--- src/rtl/adder_arbiter.sv ---
// adder_arbiter
//   One WIDTH-bit adder shared round-robin between NUM_REQ requesters.
//   The result is registered behind a valid/ready handshake. A requester
//   that raises lock_i with its request keeps ownership after the grant.
//   Its following adds take the previous carry out as carry in, so a
//   multi-word add can be built from back-to-back WIDTH-bit adds.
//
// Ports
//   clk_i    : clock, rising edge
//   rst_n_i  : asynchronous active-low reset
//   req_i    : per-requester request; operands are held until granted
//   lock_i   : with req_i, keep ownership and chain the carry into the next op
//   a_i, b_i : operands; requester k uses bits [k*WIDTH +: WIDTH]
//   gnt_o    : one-hot combinational grant; the operands are consumed this cycle
//   sum_o    : registered (a+b+cin) mod 2^WIDTH
//   cout_o   : registered carry out
//   id_o     : index of the requester that owns sum_o
//   valid_o  : sum_o/cout_o/id_o are valid
//   ready_i  : downstream accepts the result when valid_o && ready_i
module adder_arbiter #(
    parameter  int WIDTH   = 32,
    parameter  int NUM_REQ = 4,
    localparam int IDW     = $clog2(NUM_REQ)
) (
    input  logic                     clk_i,
    input  logic                     rst_n_i,
    input  logic [NUM_REQ-1:0]       req_i,
    input  logic [NUM_REQ-1:0]       lock_i,
    input  logic [NUM_REQ*WIDTH-1:0] a_i,
    input  logic [NUM_REQ*WIDTH-1:0] b_i,
    output logic [NUM_REQ-1:0]       gnt_o,
    output logic [WIDTH-1:0]         sum_o,
    output logic                     cout_o,
    output logic [IDW-1:0]           id_o,
    output logic                     valid_o,
    input  logic                     ready_i
);

    typedef enum logic {IDLE, LOCKED} state_t;

    state_t           state_q, state_d;
    logic [IDW-1:0]   ptr_q, ptr_d;
    logic [IDW-1:0]   owner_q, owner_d;
    logic             carry_q, carry_d;

    logic             can_issue;
    logic             issue;
    logic [IDW-1:0]   sel;
    logic             cin;
    logic [WIDTH-1:0] op_a, op_b;
    logic [WIDTH:0]   sum_full;

    function automatic logic [WIDTH:0] add_cin(input logic [WIDTH-1:0] a,
                                               input logic [WIDTH-1:0] b,
                                               input logic             c);
        return {1'b0, a} + {1'b0, b} + {{WIDTH{1'b0}}, c};
    endfunction

    // Round-robin successor. NUM_REQ need not be a power of two, so the
    // wrap point is checked explicitly.
    function automatic logic [IDW-1:0] next_idx(input logic [IDW-1:0] k);
        return (int'(k) == NUM_REQ - 1) ? '0 : k + 1'b1;
    endfunction

    assign can_issue = !valid_o || ready_i;
    assign op_a      = a_i[int'(sel)*WIDTH +: WIDTH];
    assign op_b      = b_i[int'(sel)*WIDTH +: WIDTH];
    assign sum_full  = add_cin(op_a, op_b, cin);

    // State register
    always_ff @(posedge clk_i or negedge rst_n_i) begin
        if (!rst_n_i) begin
            state_q <= IDLE;
            ptr_q   <= '0;
            owner_q <= '0;
            carry_q <= 1'b0;
        end else begin
            state_q <= state_d;
            ptr_q   <= ptr_d;
            owner_q <= owner_d;
            carry_q <= carry_d;
        end
    end

    // Next-state logic
    always_comb begin
        state_d = state_q;
        ptr_d   = ptr_q;
        owner_d = owner_q;
        carry_d = carry_q;
        case (state_q)
            IDLE: begin
                if (issue) begin
                    ptr_d = next_idx(sel);
                    if (lock_i[sel]) begin
                        owner_d = sel;
                        carry_d = sum_full[WIDTH];
                        state_d = LOCKED;
                    end
                end
            end
            LOCKED: begin
                // Under backpressure nothing moves: the owner and its carry wait.
                if (can_issue) begin
                    if (req_i[owner_q]) begin
                        ptr_d   = next_idx(owner_q);
                        carry_d = sum_full[WIDTH];
                        if (!lock_i[owner_q]) state_d = IDLE;
                    end else begin
                        carry_d = 1'b0;
                        state_d = IDLE;
                    end
                end
            end
            default: state_d = IDLE;
        endcase
    end

    // Output logic: winner search, grant, carry-in selection
    always_comb begin
        logic             found;
        logic [IDW-1:0]   cand;
        found = 1'b0;
        cand  = '0;
        issue = 1'b0;
        sel   = '0;
        cin   = 1'b0;
        case (state_q)
            IDLE: begin
                // Search ptr, ptr+1, ... and wrap, so the last winner goes to the back.
                for (int i = 0; i < NUM_REQ; i++) begin
                    cand = IDW'((int'(ptr_q) + i) % NUM_REQ);
                    if (!found && req_i[cand]) begin
                        found = 1'b1;
                        sel   = cand;
                    end
                end
                issue = can_issue && found;
            end
            LOCKED: begin
                sel   = owner_q;
                cin   = carry_q;
                issue = can_issue && req_i[owner_q];
            end
            default: ;
        endcase
        gnt_o = (issue && rst_n_i) ? (NUM_REQ'(1) << sel) : '0;
    end

    // Result register: load on issue, hold under backpressure, clear after handshake
    always_ff @(posedge clk_i or negedge rst_n_i) begin
        if (!rst_n_i) begin
            sum_o   <= '0;
            cout_o  <= 1'b0;
            id_o    <= '0;
            valid_o <= 1'b0;
        end else if (issue) begin
            sum_o   <= sum_full[WIDTH-1:0];
            cout_o  <= sum_full[WIDTH];
            id_o    <= sel;
            valid_o <= 1'b1;
        end else if (valid_o && ready_i) begin
            valid_o <= 1'b0;
        end
    end

endmodule

--- config.mk ---
export PLATFORM = sky130hd
export DESIGN_NAME = adder_arbiter
export DESIGN_NICKNAME = d
export VERILOG_FILES = /design/src/rtl/adder_arbiter.sv
export SDC_FILE = /design/constraint.sdc
export NUM_CORES = 1
export LEC_CHECK = 0
export ABC_AREA = 1
export CELL_PAD_IN_SITES_DETAIL_PLACEMENT = 0
export CELL_PAD_IN_SITES_GLOBAL_PLACEMENT = 1
export CORE_AREA = 2 2 121 123
export CTS_CLUSTER_DIAMETER = 30
export DETAILED_ROUTE_END_ITERATION = 10
export DIE_AREA = 0 0 123 125
export DONT_BUFFER_PORTS = 1
export PLACE_DENSITY_LB_ADDON = 0.1
export SLEW_MARGIN = 25
export SYNTH_ARGS = -nofsm -noshare
export SYNTH_HDL_FRONTEND = slang
export SYNTH_SLANG_ARGS = --single-unit
--- constraint.sdc ---
create_clock -name clk_i -period 6.2 [get_ports clk_i]
set_input_delay 1.55 -clock clk_i [delete_from_list [all_inputs] [get_ports clk_i]]
set_output_delay 1.55 -clock clk_i [all_outputs]
set_load 0.02 [all_outputs]
== Word level (Yosys, flattened, before mapping) ==
Cells that the tools add are included.

* Bits of input ports: 267
* Logic and storage cells: 96
* Flip-flop bits (word level): 42
* Output and inout port bits: 40

* Shift-type cells: 3
* $add $sub $neg: 7
* Muxes and demuxes: 49
* Bitwise operators: 1
* Order comparisons: 6
* Reductions and logical operators: 16
* Equal/unequal tests: 6

{| class="wikitable"
|+ Operator list
! cell !! count
|-
| variable part select 128 x 8 -> 32 bit || 2
|-
| adder 32 x 32 -> 33 bit || 1
|-
| adder 33 x 1 -> 33 bit || 1
|-
| 2-to-1 mux 1 bit || 27
|-
| < comparator 2 x 3 -> 1 bit (second input constant) || 6
|-
| 2-to-1 mux 2 bit || 9
|-
| binary-select mux 1 bit (select 2 bit) || 7
|-
| AND reduction 3 bit || 3
|-
| case mux 2 bit (2 select lines) || 2
|-
| logical AND 1 bit || 7
|-
| adder 2 x 1 -> 2 bit (second input constant) || 3
|-
| case mux 1 bit (2 select lines) || 3
|-
| adder 2 bit (second input constant) || 2
|-
| equality test 2 x 1 -> 1 bit (second input constant) || 2
|-
| zero test 1 bit || 4
|-
| 2-to-1 mux 4 bit || 1
|-
| inequality test 2 x 1 -> 1 bit (second input constant) || 2
|-
| inequality test 2 bit (second input constant) || 2
|-
| left shift 1 x 2 -> 4 bit (first input constant) || 1
|-
| nonzero test 2 bit || 1
|-
| logical OR 1 bit || 1
|-
| inverter 1 bit || 1
|}

== Logic depth before layout (Yosys ltp) ==
* Word-level depth: 22
* Mapped depth: 31
* Gate-level depth less buffers: 28

== Worst setup path before layout ==
No wires, ideal clock.

* Path kind: in2reg
* Start: input port req_i[1]
* End: register sum_o[18]
* Path slack: 1.221 ns
* Data required time: 6.066 ns
* Library setup time: 0.134 ns
* Data arrival time: 4.845 ns
* Cell stages on the path: 24
* Buffers on the path: 2
* Cell sequence: inv_1 nand2_1 nand3_1 nand2_1 a21oi_1 nand3_1 nand2_1 nand2_4 nand2_8 inv_4 buf_8 buf_4 o21ai_1 o22ai_1 fa_1 fa_1 nand3_1 nand2_1 a21oi_1 o21ai_0 a21o_1 a21oi_1 xor2_1 o21ai_0

* Longest elaborated chain between the ends: 19
* Elaborated cells on any way between the ends: 36
* Classes of those cells: add/sub: 2; shift: 2; mux: 24; reduce/logical: 8

{| class="wikitable"
|+ RTL lines
! what !! RTL line !! text
|-
| start: declaration || 27 || <nowiki>input logic [NUM_REQ-1:0] req_i,</nowiki>
|-
| binary-select mux 1 bit (select 2 bit) || 133 || <nowiki>if (!found && req_i[cand]) begin</nowiki>
|-
| 2-to-1 mux 1 bit (not written as such) || 133 ||
|-
| 2-to-1 mux 1 bit || 133 ||
|-
| 2-to-1 mux 1 bit || 128 || <nowiki>case (state_q)</nowiki>
|-
| zero test 1 bit || 133 ||
|-
| logical AND 1 bit || 133 ||
|-
| 2-to-1 mux 1 bit || 133 ||
|-
| 2-to-1 mux 1 bit || 128 ||
|-
| [3 not listed] || - ||
|-
| 2-to-1 mux 1 bit || 128 ||
|-
| zero test 1 bit || 133 ||
|-
| logical AND 1 bit || 133 ||
|-
| 2-to-1 mux 2 bit || 133 ||
|-
| case mux 2 bit (2 select lines) || 128 ||
|-
| variable part select 128 x 8 -> 32 bit, on equally long branches || 66, 67 ||
|-
| adder 32 x 32 -> 33 bit || 56 || <nowiki>return {1'b0, a} + {1'b0, b} + {{WIDTH{1'b0}}, c};</nowiki>
|-
| adder 33 x 1 -> 33 bit || 56 ||
|-
| end signal: assignment || 158 || <nowiki>sum_o <= sum_full[WIDTH-1:0];</nowiki>
|-
| end: declaration || 32 || <nowiki>output logic [WIDTH-1:0] sum_o,</nowiki>
|}

Several ways; a longest one is shown, not always the timed one. The select of a mux whose other input is x is not followed.
A chain may end at the register's enable or synchronous reset.

== Worst setup path in the final report ==
* Start: input port req_i[3]
* End: register carry_q

* Longest elaborated chain between the ends: 22
* Elaborated cells on any way between the ends: 46
* Classes of those cells: add/sub: 2; eq/ne: 2; shift: 2; mux: 31; reduce/logical: 9

{| class="wikitable"
|+ RTL lines
! what !! RTL line !! text
|-
| binary-select mux 1 bit (select 2 bit) || 133 ||
|-
| 2-to-1 mux 1 bit (not written as such) || 133 ||
|-
| 2-to-1 mux 1 bit || 133 ||
|-
| 2-to-1 mux 1 bit || 128 ||
|-
| zero test 1 bit || 133 ||
|-
| logical AND 1 bit || 133 ||
|-
| 2-to-1 mux 1 bit || 133 ||
|-
| 2-to-1 mux 1 bit || 128 ||
|-
| [6 not listed] || - ||
|-
| 2-to-1 mux 2 bit || 133 ||
|-
| case mux 2 bit (2 select lines) || 128 ||
|-
| variable part select 128 x 8 -> 32 bit, on equally long branches || 66, 67 ||
|-
| adder 32 x 32 -> 33 bit || 56 ||
|-
| adder 33 x 1 -> 33 bit || 56 ||
|-
| 2-to-1 mux 1 bit, on equally long branches || 105, 95 ||
|-
| 2-to-1 mux 1 bit, on equally long branches || 104, 93 ||
|-
| case mux 1 bit (2 select lines) || 91 || <nowiki>case (state_q)</nowiki>
|-
| end signal: assignment || 81 || <nowiki>carry_q <= carry_d;</nowiki>
|-
| end: declaration || 44 || <nowiki>logic carry_q, carry_d;</nowiki>
|}

Several ways; a longest one is shown, not always the timed one. The select of a mux whose other input is x is not followed.

==> metrics.yaml <==
run_status:
  status: "finished clean"
placement:
  io_buffers: 0
  hpwlAfterDp_um: 17600
  dpl_worst_slack_ns: 0.487
  finalWeightedCongestion: 0.902
critical_path:
  critPathMaxFanout: 87
  crit_arrival_ns: 5.63
  critPathCaptureType: "flip-flop"
  start_kind: "input pin"
  worst-setup-path-type: "in -> reg"
  required_ns: 6.37
floorplan:
  core-area_mm2: 0.0142
  fp.dieW_um: 123
  fp-row-count: 44
  dieArea_mm2: 0.0154
  die_y_um: 125
  io_pins: 307
  start_util_pct: 39.5
detailed_routing:
  drt_iter0_drc: 484
  wl_met2_um: 9890
  wl_met3_um: 1750
  wl_per_cell_um: 20.1
  num_vias: 6331
  highest_layer: "met4"
  via_per_inst: 5.96
  first_pass_iters: 5
  drt-met1-wl_um: 9190
  final_antenna_net_count: 0
  routed_wl_um: 21300
  drc: 0
synth:
  synth_top_family_by_area: "compound AO/OA/AOI/OAI gates"
  synth-xor-area-share_pct: 3.28
  ys.flop_type: "dfrtp_1"
  syn_nets: 1218
  synth_compound_area_share_pct: 30.2
  syn_area_mm2: 0.00561
  ys_seq_area_share_pct: 18.7
  synth_warnings: 0
  synth_edf_count: 0
  synth_simple_gate_area_share_pct: 29.8
  async_flop_share_pct: 100
  syn_inst: 913
  syn_area_per_cell_um2: 6.15
  synthAdderAreaFrac_pct: 8.74
  synth_cell_types: 45
  synthMuxAreaShare_pct: 0
  ys_seq_elements: 42
layout:
  final_cell_mix: "176 x nor2_1, 161 x nand2_1, 91 x o21ai_1, 80 x o21ai_0, 64 x o22ai_1"
  final_common_cell: "nor2_1"
  drive_above_1_share_pct: 4.56
  final_nets: 1182
  areaGrowthSynthToFinish_pct: 3.01
  antennaDiodeCount: 0
  utilization_pct: 40.7
sta:
  maxSlewViolCount: 0
  fin_ws_ns: 0.741
  setup_tns_ns: 0
  rsz0062_at_grt: "no"
  fin_crit_ns: 5.46
  hold-worst-slack_ns: 0.544
  slew_headroom_pct: 36.9
  worstMarginPinSlew_ns: 0.945
  final_hold_viol_count: 0
  fin_crit_sh_pct: 88.0
  setup_violations: 0
  finalClockSkew_ns: 0.00806
  fmaxAchievable_mhz: 183
clocking:
  post_cts_buffers: 0
  htreeDepth: 2
  cts-root-buf: "clkbuf_16"
  clock-sinks: 42
  path_clk_slew_ns: 0.06
  cts_buffer_depth: 2
  cts_tree: "done"
  cts_resized: 0
  clkLatencyLatePin_ns: 0.29
  cts_made_buffers: 5
  hold_buffers: 0
global_routing:
  grt_pass1_wl_um: 32300
  gr-total-overflow: 0
  groute.usage.overall_pct: 26.7
  grt_pass1_vias: 6077
  grt_max_degree: 101
  antenna_found_initial: 0
flow_run:
  cap_violations: 0
hold_path:
  hold_class: "reg -> reg"
==> cell usage after synthesis (2+ instances only) <==
| cell type | n | area, µm² |
|---|---|---|
| nor2_2 | 2 | 12.5 |
| inv_1 | 45 | 169 |
| xnor2_1 | 14 | 123 |
| buf_6 | 10 | 113 |
| a31oi_1 | 2 | 12.5 |
| nor2_1 | 176 | 661 |
| o21bai_1 | 4 | 30.0 |
| and2_1 | 2 | 12.5 |
| clkbuf_1 | 10 | 37.5 |
| buf_4 | 6 | 45.0 |
| o221ai_1 | 2 | 17.5 |
| a21oi_1 | 40 | 200 |
| xor2_1 | 7 | 61.3 |
| nor3_1 | 5 | 25.0 |
| nand2_1 | 161 | 604 |
| o22ai_1 | 64 | 400 |
| nand2_2 | 2 | 12.5 |
| inv_2 | 3 | 11.3 |
| dfrtp_1 | 42 | 1050 |
| nand4_1 | 6 | 37.5 |
| o21ai_0 | 80 | 400 |
| ha_1 | 36 | 450 |
| o311ai_0 | 2 | 17.5 |
| o21ai_1 | 91 | 455 |
| a21o_1 | 5 | 37.5 |
| nand3b_1 | 3 | 22.5 |
| buf_2 | 22 | 110 |
| nand3_1 | 42 | 210 |
| fa_1 | 2 | 40.0 |
| or2_2 | 3 | 18.8 |
| o21ai_2 | 10 | 87.6 |
==> area by class of cell <==
cell class              instances  area, µm²
flip-flops and latches         42       1050
clock inverters                 3       40.0
clock buffers                   5        125
fillers                      1566       8420
inverters                      50        195
multi-input cells             771       4050
well taps                     184        230
repair buffers                  7       90.1
==> worst paths after layout <==
kind | from | endpoint | slack, ns | cells past startpoint
setup / recovery | req_i[3] | carry_q | 0.74 | 28
hold / removal | carry_q | carry_q | 0.54 | 2
min in group asynchronous | rst_n_i | sum_o[20] | 0.96 | 0
max in group asynchronous | rst_n_i | cout_o | 5.14 | 0
hold reg to reg | carry_q | carry_q | 0.54 | 2
setup reg to reg | ptr_q[0] | carry_q | 1.44 | 28
==> registers in the layout, indices dropped and copies added (netlist names) <==
| signal | cells |
|---|---|
| carry_q | 1 |
| cout_o | 1 |
| id_o | 2 |
| owner_q | 2 |
| ptr_q | 2 |
| state_q | 1 |
| sum_o | 32 |
| valid_o | 1 |
==> routing by layer <==
metal,global-route usage [%],vias up
met5,0,-
met4,7.95,0
met3,5.34,31
met2,43.0,292
met1,35.8,2931
li1,-,3077
==> cell families (layout without fill, tap and decap cells) <==
group | Yosys count | in the layout
AO/OA/AOI/OAI | 305 | 305
XOR/XNOR | 21 | 21
adder cells (fa/ha/maj) | 38 | 38
buffers and inverters | 100 | 65
flip-flops | 42 | 42
AND/OR/NAND/NOR | 407 | 407
==> critical path: stages <==
cell and delay [ns]:
inv_1 0.07, nand2_1 0.07, nand2_2 0.07, nand2_1 0.09, nand2_2 0.09, nand2_1 0.06, nand2_1 0.06, nand2_1 0.04
nand2_1 0.06, nand2_1 0.07, nand2_4 0.11, nand2_8 0.15, inv_4 0.44, buf_12 0.35, o21ai_0 0.12, o22ai_1 0.22
ha_1 0.32, inv_1 0.14, o21ai_0 0.12, a21boi_0 0.26, o21ai_0 0.12, nand2_1 0.07, nand3_1 0.18, nand3_1 0.13
nand3_1 0.22, and2_1 0.23, nand2_1 0.06, nand2_1 0.04
==> through the flow <==
step / instance area, µm² / cells
after global placement: 5620 / 1054
final: 5780 / 1062
after global routing: 5780 / 1062
after floorplan: 5610 / 913
after CTS: 5780 / 1062
after detailed placement: 5620 / 1054
Power is left out: the tool's default activity adds up to more than one toggle a clock period on the data nets, which glitch-free logic cannot reach.
